$ cat config.mk
export PLATFORM = sky130hd
export DESIGN_NAME = dff_serial_tx
export DESIGN_NICKNAME = d
export VERILOG_FILES = /design/src/rtl/dff_serial_tx.sv
export SDC_FILE = /design/constraint.sdc
export NUM_CORES = 1
export LEC_CHECK = 0
export ABC_AREA = 1
export CORE_MARGIN = 2
export CORE_UTILIZATION = 50
export DETAILED_ROUTE_END_ITERATION = 10
export PLACE_DENSITY = 0.74
export SLEW_MARGIN = 20
export SYNTH_ARGS = -nofsm -noshare
export SYNTH_HDL_FRONTEND = slang
export SYNTH_SLANG_ARGS = --single-unit
$ cat constraint.sdc
create_clock -name clk -period 2.4 [get_ports clk]
set_input_delay 0.6 -clock clk [delete_from_list [all_inputs] [get_ports clk]]
set_output_delay 0.6 -clock clk [all_outputs]
set_load 0.05 [all_outputs]
$ cat src/rtl/dff_serial_tx.sv
// dff_serial_tx: parallel-in / serial-out transmitter, MSB first.
// A word is taken on a rising clk edge where load && ready. Each bit is held
// for CLK_DIV cycles on sdo, with sframe high. A one-cycle DONE state follows
// each word and raises done. One pending word may be queued during SHIFT so
// that back-to-back frames are separated only by that DONE cycle.
//
// Ports:
//   clk      rising-edge clock
//   reset_n  asynchronous active-low reset
//   d        parallel word, sampled only on accept
//   load     word-valid strobe
//   ready    can accept a word this cycle (= !pend_v)
//   sdo      serial data out, MSB first
//   sframe   high while sdo carries a valid bit
//   busy     high in SHIFT or DONE
//   done     one-cycle pulse after the last bit of a word
module dff_serial_tx #(
    parameter int WIDTH   = 4,
    parameter int CLK_DIV = 1
) (
    input  logic             clk,
    input  logic             reset_n,
    input  logic [WIDTH-1:0] d,
    input  logic             load,
    output logic             ready,
    output logic             sdo,
    output logic             sframe,
    output logic             busy,
    output logic             done
);

    localparam int BW = (WIDTH > 1) ? $clog2(WIDTH) : 1;
    // CLK_DIV=1 would give a zero-width counter; keep at least one bit.
    localparam int DW = (CLK_DIV > 1) ? $clog2(CLK_DIV) : 1;
    localparam logic [BW-1:0] BIT_LAST = BW'(WIDTH - 1);
    localparam logic [DW-1:0] DIV_LAST = DW'(CLK_DIV - 1);

    typedef enum logic [1:0] {
        IDLE  = 2'd0,
        SHIFT = 2'd1,
        DONE  = 2'd2
    } state_t;

    state_t           state, state_nxt;
    logic [WIDTH-1:0] sr, sr_nxt;
    logic [WIDTH-1:0] pend, pend_nxt;
    logic             pend_v, pend_v_nxt;
    logic [BW-1:0]    bitcnt, bitcnt_nxt;
    logic [DW-1:0]    divcnt, divcnt_nxt;
    logic             accept;

    // ready depends only on registered state, so accept never loops back
    // into ready combinationally.
    assign ready  = !pend_v;
    assign accept = load && ready;

    always_ff @(posedge clk or negedge reset_n) begin
        if (!reset_n) begin
            state  <= IDLE;
            sr     <= '0;
            pend   <= '0;
            pend_v <= 1'b0;
            bitcnt <= '0;
            divcnt <= '0;
        end else begin
            state  <= state_nxt;
            sr     <= sr_nxt;
            pend   <= pend_nxt;
            pend_v <= pend_v_nxt;
            bitcnt <= bitcnt_nxt;
            divcnt <= divcnt_nxt;
        end
    end

    always_comb begin
        state_nxt  = state;
        sr_nxt     = sr;
        pend_nxt   = pend;
        pend_v_nxt = pend_v;
        bitcnt_nxt = bitcnt;
        divcnt_nxt = divcnt;
        case (state)
            IDLE: begin
                if (accept) begin
                    sr_nxt     = d;
                    bitcnt_nxt = '0;
                    divcnt_nxt = '0;
                    state_nxt  = SHIFT;
                end
            end
            SHIFT: begin
                if (accept) begin
                    pend_nxt   = d;
                    pend_v_nxt = 1'b1;
                end
                if (divcnt == DIV_LAST) begin
                    divcnt_nxt = '0;
                    sr_nxt     = {sr[WIDTH-2:0], 1'b0};
                    bitcnt_nxt = bitcnt + 1'b1;
                    if (bitcnt == BIT_LAST) state_nxt = DONE;
                end else begin
                    divcnt_nxt = divcnt + 1'b1;
                end
            end
            DONE: begin
                bitcnt_nxt = '0;
                divcnt_nxt = '0;
                // A queued word has priority; ready is low here in that
                // case, so no new accept can collide with it.
                if (pend_v) begin
                    sr_nxt     = pend;
                    pend_v_nxt = 1'b0;
                    state_nxt  = SHIFT;
                end else if (accept) begin
                    sr_nxt    = d;
                    state_nxt = SHIFT;
                end else begin
                    state_nxt = IDLE;
                end
            end
            default: state_nxt = IDLE;
        endcase
    end

    assign sframe = (state == SHIFT);
    assign sdo    = (state == SHIFT) && sr[WIDTH-1];
    assign busy   = (state != IDLE);
    assign done   = (state == DONE);

endmodule

==> impl_metrics.prom <==
# TYPE chip_impl_metric gauge
chip_impl_info{name="run_status",value="complete, no violations"} 1
chip_impl_metric{name="number_of_top_level_pins",unit=""} 12
chip_impl_metric{name="power_density",unit="mW/mm^2"} 398.9
chip_impl_metric{name="net-switching-power",unit="mW"} 0.08003
chip_impl_metric{name="h_tree_depth_reported_by_cts",unit=""} 1
chip_impl_metric{name="grt_overflow",unit=""} 0
chip_impl_metric{name="drtPass1Iterations",unit=""} 4
chip_impl_metric{name="hold_depth",unit=""} 2
chip_impl_metric{name="placeableCoreArea",unit="sq mm"} 0.001471
chip_impl_metric{name="layout_worst_path_cycle_share",unit=""} 0.9570
chip_impl_metric{name="grt_max_degree",unit=""} 14
chip_impl_metric{name="postCtsSetupBuffers",unit=""} 0
chip_impl_info{name="synth_area_leaders",value="sky130_fd_sc_hd__dfrtp_1 (42%), sky130_fd_sc_hd__nand2_1 (14%), sky130_fd_sc_hd__o21ai_0 (8.4%)"} 1
chip_impl_metric{name="critical_path.max_fanout",unit=""} 8
chip_impl_metric{name="worst_skew_pair_latency",unit="ps"} 270
chip_impl_metric{name="detail_route.drc_violations",unit=""} 0
chip_impl_metric{name="final_core_utilization",unit=""} 0.6344
chip_impl_metric{name="floorplan.die_area",unit="sq mm"} 0.001880
chip_impl_metric{name="fmax",unit="MHz"} 435.4
chip_impl_metric{name="cts-hold-fix-buffers",unit=""} 0
chip_impl_metric{name="groute.usage.overall",unit=""} 0.1890
chip_impl_metric{name="layout_min_cycle_time",unit="ps"} 2297
chip_impl_metric{name="net_count_synth",unit=""} 112
chip_impl_metric{name="yosysTopAreaCellShare",unit=""} 0.4200
chip_impl_metric{name="synth_edf_count",unit=""} 0
chip_impl_info{name="yosys.area.top_type",value="sky130_fd_sc_hd__dfrtp_1"} 1
chip_impl_metric{name="seqCellArea",unit="sq um"} 325.3
chip_impl_metric{name="report.final.slew_viol_count",unit=""} 0
chip_impl_metric{name="critical_path_required",unit="ps"} 1800
chip_impl_metric{name="drt.antenna.violating_nets",unit=""} 0
chip_impl_info{name="start_kind",value="register"} 1
chip_impl_info{name="r2r_start",value="state[1]"} 1
chip_impl_metric{name="report.final.hold_viol_count",unit=""} 0
chip_impl_metric{name="final_nets",unit=""} 128
chip_impl_metric{name="power_leakage",unit="nW"} 0.4905
chip_impl_metric{name="relSlewSlack",unit=""} 0.6035
chip_impl_metric{name="core.rowCount",unit=""} 14
chip_impl_info{name="reg2reg_to",value="state[1]"} 1
chip_impl_metric{name="floorplan.initialDensity",unit=""} 0.5264
chip_impl_metric{name="r2r_setup_slack",unit="ps"} 860
chip_impl_metric{name="tightestPinTransition",unit="ps"} 592.9
chip_impl_metric{name="async_reset_ff_frac",unit=""} 1.000
chip_impl_info{name="ys.flop_type",value="sky130_fd_sc_hd__dfrtp_1"} 1
chip_impl_info{name="worst_hold_path_type",value="register to register"} 1
chip_impl_info{name="clock_tree.root_cell",value="sky130_fd_sc_hd__clkbuf_4"} 1
chip_impl_metric{name="setup_tns",unit="ps"} 0
chip_impl_info{name="path_class",value="register to output pin"} 1
chip_impl_metric{name="worst_ir_drop_vdd",unit="mV"} 0.3045
chip_impl_metric{name="power.clock.fraction",unit=""} 0.365
chip_impl_metric{name="grt_pass1_wl",unit="um"} 2656
chip_impl_metric{name="die_height",unit="um"} 43.36
chip_impl_metric{name="seqPwrFrac",unit=""} 0.588
chip_impl_metric{name="tritoncts_num_sinks",unit=""} 13
chip_impl_metric{name="ctsLongestPathBuffers",unit=""} 2
chip_impl_metric{name="number_of_distinct_standard_cells_referenced_by_the_synthesized_netlist",unit=""} 17
chip_impl_metric{name="synth.yosys.seq_area_share",unit=""} 0.4200
chip_impl_metric{name="fillerInstances",unit=""} 136
chip_impl_metric{name="viasPerCell",unit=""} 5.130
chip_impl_metric{name="synth_seq_cells",unit=""} 13
chip_impl_metric{name="io_buffer_count",unit=""} 11
chip_impl_metric{name="wl",unit="um"} 1519
chip_impl_metric{name="ctsResizeCount",unit=""} 0
chip_impl_metric{name="clk_transition_reported_paths",unit="ps"} 80
chip_impl_metric{name="finalSetupViolations",unit=""} 0
chip_impl_metric{name="drive_gt1_frac",unit=""} 0.1217
chip_impl_metric{name="multiInputGateArea",unit="sq um"} 381.6
chip_impl_info{name="setup.worst_path.end_class",value="output pin"} 1
chip_impl_info{name="crit_path_end",value="ready"} 1
chip_impl_metric{name="insertedDiodeCount",unit=""} 0
chip_impl_metric{name="post_synth_instance_area",unit="sq um"} 774.5
chip_impl_metric{name="dp_hpwl",unit="um"} 1164
chip_impl_metric{name="wl_per_cell",unit="um"} 11.60
chip_impl_metric{name="netlist_instances",unit=""} 100
chip_impl_metric{name="first_iter_violations",unit=""} 11
chip_impl_metric{name="floorplan.die.width",unit="um"} 43.36
chip_impl_metric{name="route.vias.total",unit=""} 672
chip_impl_metric{name="arrival",unit="ps"} 1700
chip_impl_metric{name="worst_clock_skew",unit="ps"} 6.304
chip_impl_metric{name="globalplace.congestion",unit=""} 0.8223
chip_impl_metric{name="ys_warn_count",unit=""} 0
chip_impl_metric{name="intPower",unit="mW"} 0.2923
chip_impl_metric{name="maxCapViolCount",unit=""} 0
chip_impl_metric{name="r2r_cells",unit=""} 5
chip_impl_info{name="rsz0062_at_grt",value="no"} 1
chip_impl_metric{name="first_global_vias",unit=""} 646
chip_impl_info{name="clock_tree_from_tritoncts",value="done"} 1
chip_impl_metric{name="numCtsBuffers",unit=""} 3
chip_impl_metric{name="areaGrowthSynthToFinish",unit="%"} 20.52
chip_impl_metric{name="switching_share",unit=""} 0.2150
chip_impl_metric{name="number_of_antenna_violations_at_the_first_check_in_global_routing",unit=""} 0
chip_impl_metric{name="power.combinational.fraction",unit=""} 0.047
chip_impl_metric{name="synth.avg_cell_area",unit="sq um"} 7.745
chip_impl_info{name="crit_start",value="pend_v"} 1
[cell families (layout without fill, tap and decap cells)]
| family | after synthesis | after routing | synth area share |
|---|---|---|---|
| buffers and inverters | 18 | 33 | 0.08724 |
| and+or+nand+nor | 41 | 41 | 0.2407 |
| DFF | 13 | 13 | 0.4200 |
| AOI/OAI and AO/OA | 22 | 22 | 0.1519 |
| muxes | 1 | 1 | 0.01938 |
| adders and majority gates | 5 | 5 | 0.08078 |
[routing by layer]
layer | routed length [um] | vias to the layer above | part of all wire | track usage
met2 | 728 | 16 | 0.48 | 0.2925
met3 | 66 | 2 | 0.043 | 0.02500
met5 | 0 | - | 0 | 0
li1 | - | 346 | - | -
met1 | 715 | 308 | 0.47 | 0.2627
met4 | 9 | 0 | 0.0059 | 0.09091
[final cells by class]
class,instances,area share
tap,16,0.02145
inverter,18,0.07239
multi-input combinational,69,0.4088
sequential,13,0.3485
timing repair buffer,11,0.1206
clock buffer,4,0.02815
[per-stage QoR]
stage               area (sq um)  setup WS [ps]  cells  hold slack (ps)  total power, mW
finish                     933.4          103.1    131            508.7           0.3723
CTS                        933.4          102.4    131            504.1           0.3755
floorplan                  774.5          333.2    100            304.4           0.2256
global placement           907.1          424.5    127            491.3           0.2410
detailed placement         907.1          415.5    127            483.5           0.2412
global route               933.4          46.13    131            529.6           0.3851
[worst min-delay path by stage]
stage / startpoint / endpoint / slack (ps)
6_report: pend[3] / pend[3] / 510
5_1_grt: pend[2] / pend[2] / 530
4_1_cts: pend[2] / pend[2] / 500
3_5_place_dp: pend[2] / pend[2] / 480
3_3_place_gp: pend[1] / pend[1] / 490
2_1_floorplan: reset_n / bitcnt[0] / 300
[critical path, stage by stage (launching register included)]
cell	delay (ps)
sky130_fd_sc_hd__dfrtp_1	490
sky130_fd_sc_hd__inv_2	130
sky130_fd_sc_hd__clkdlybuf4s50_1	800
[synthesized netlist by cell type (2+ instances only)]
library cell              number
sky130_fd_sc_hd__a21oi_1       3
sky130_fd_sc_hd__dfrtp_1      13
sky130_fd_sc_hd__ha_1          5
sky130_fd_sc_hd__inv_1        16
sky130_fd_sc_hd__inv_2         2
sky130_fd_sc_hd__nand2_1      28
sky130_fd_sc_hd__nand2_4       2
sky130_fd_sc_hd__nand3_1       6
sky130_fd_sc_hd__nor2_1        3
sky130_fd_sc_hd__o21ai_0      13
sky130_fd_sc_hd__o21ai_1       3
[sequential cells by signal, summed over array words and instances, names as in the netlist]
| name | count |
|---|---|
| bitcnt | 2 |
| pend_v | 1 |
| pend | 4 |
| sr | 4 |
| state | 2 |
[cells in the final DEF (no fill, tap or decap)]
cell type	synthesis	routed
sky130_fd_sc_hd__nand2_4	2	2
sky130_fd_sc_hd__nor2_4	1	1
sky130_fd_sc_hd__buf_12	0	1
sky130_fd_sc_hd__dfrtp_1	13	13
sky130_fd_sc_hd__or2_0	1	1
sky130_fd_sc_hd__o21ai_1	3	3
sky130_fd_sc_hd__nor2_1	3	3
sky130_fd_sc_hd__mux2_4	1	1
sky130_fd_sc_hd__clkbuf_4	0	3
sky130_fd_sc_hd__o21a_1	1	1
sky130_fd_sc_hd__inv_1	16	16
sky130_fd_sc_hd__o21ai_0	13	13
sky130_fd_sc_hd__nand3_1	6	6
sky130_fd_sc_hd__inv_2	2	2
sky130_fd_sc_hd__o22ai_1	1	1
sky130_fd_sc_hd__a21oi_2	1	1
sky130_fd_sc_hd__a21oi_1	3	3
sky130_fd_sc_hd__ha_1	5	5
sky130_fd_sc_hd__clkdlybuf4s50_1	0	7
sky130_fd_sc_hd__buf_4	0	3
sky130_fd_sc_hd__nand2_1	28	28
sky130_fd_sc_hd__clkbuf_1	0	1
[power groups by stage]
stage,logic (mW),clock network [mW],registers (mW)
floorplan,0.00238,0,0.223
CTS,0.0181,0.139,0.219
global placement,0.0178,0,0.223
detailed placement,0.0180,0,0.223
finish,0.0176,0.136,0.219
global route,0.0198,0.146,0.219
No activity file was read; power rests on OpenSTA's default activity.
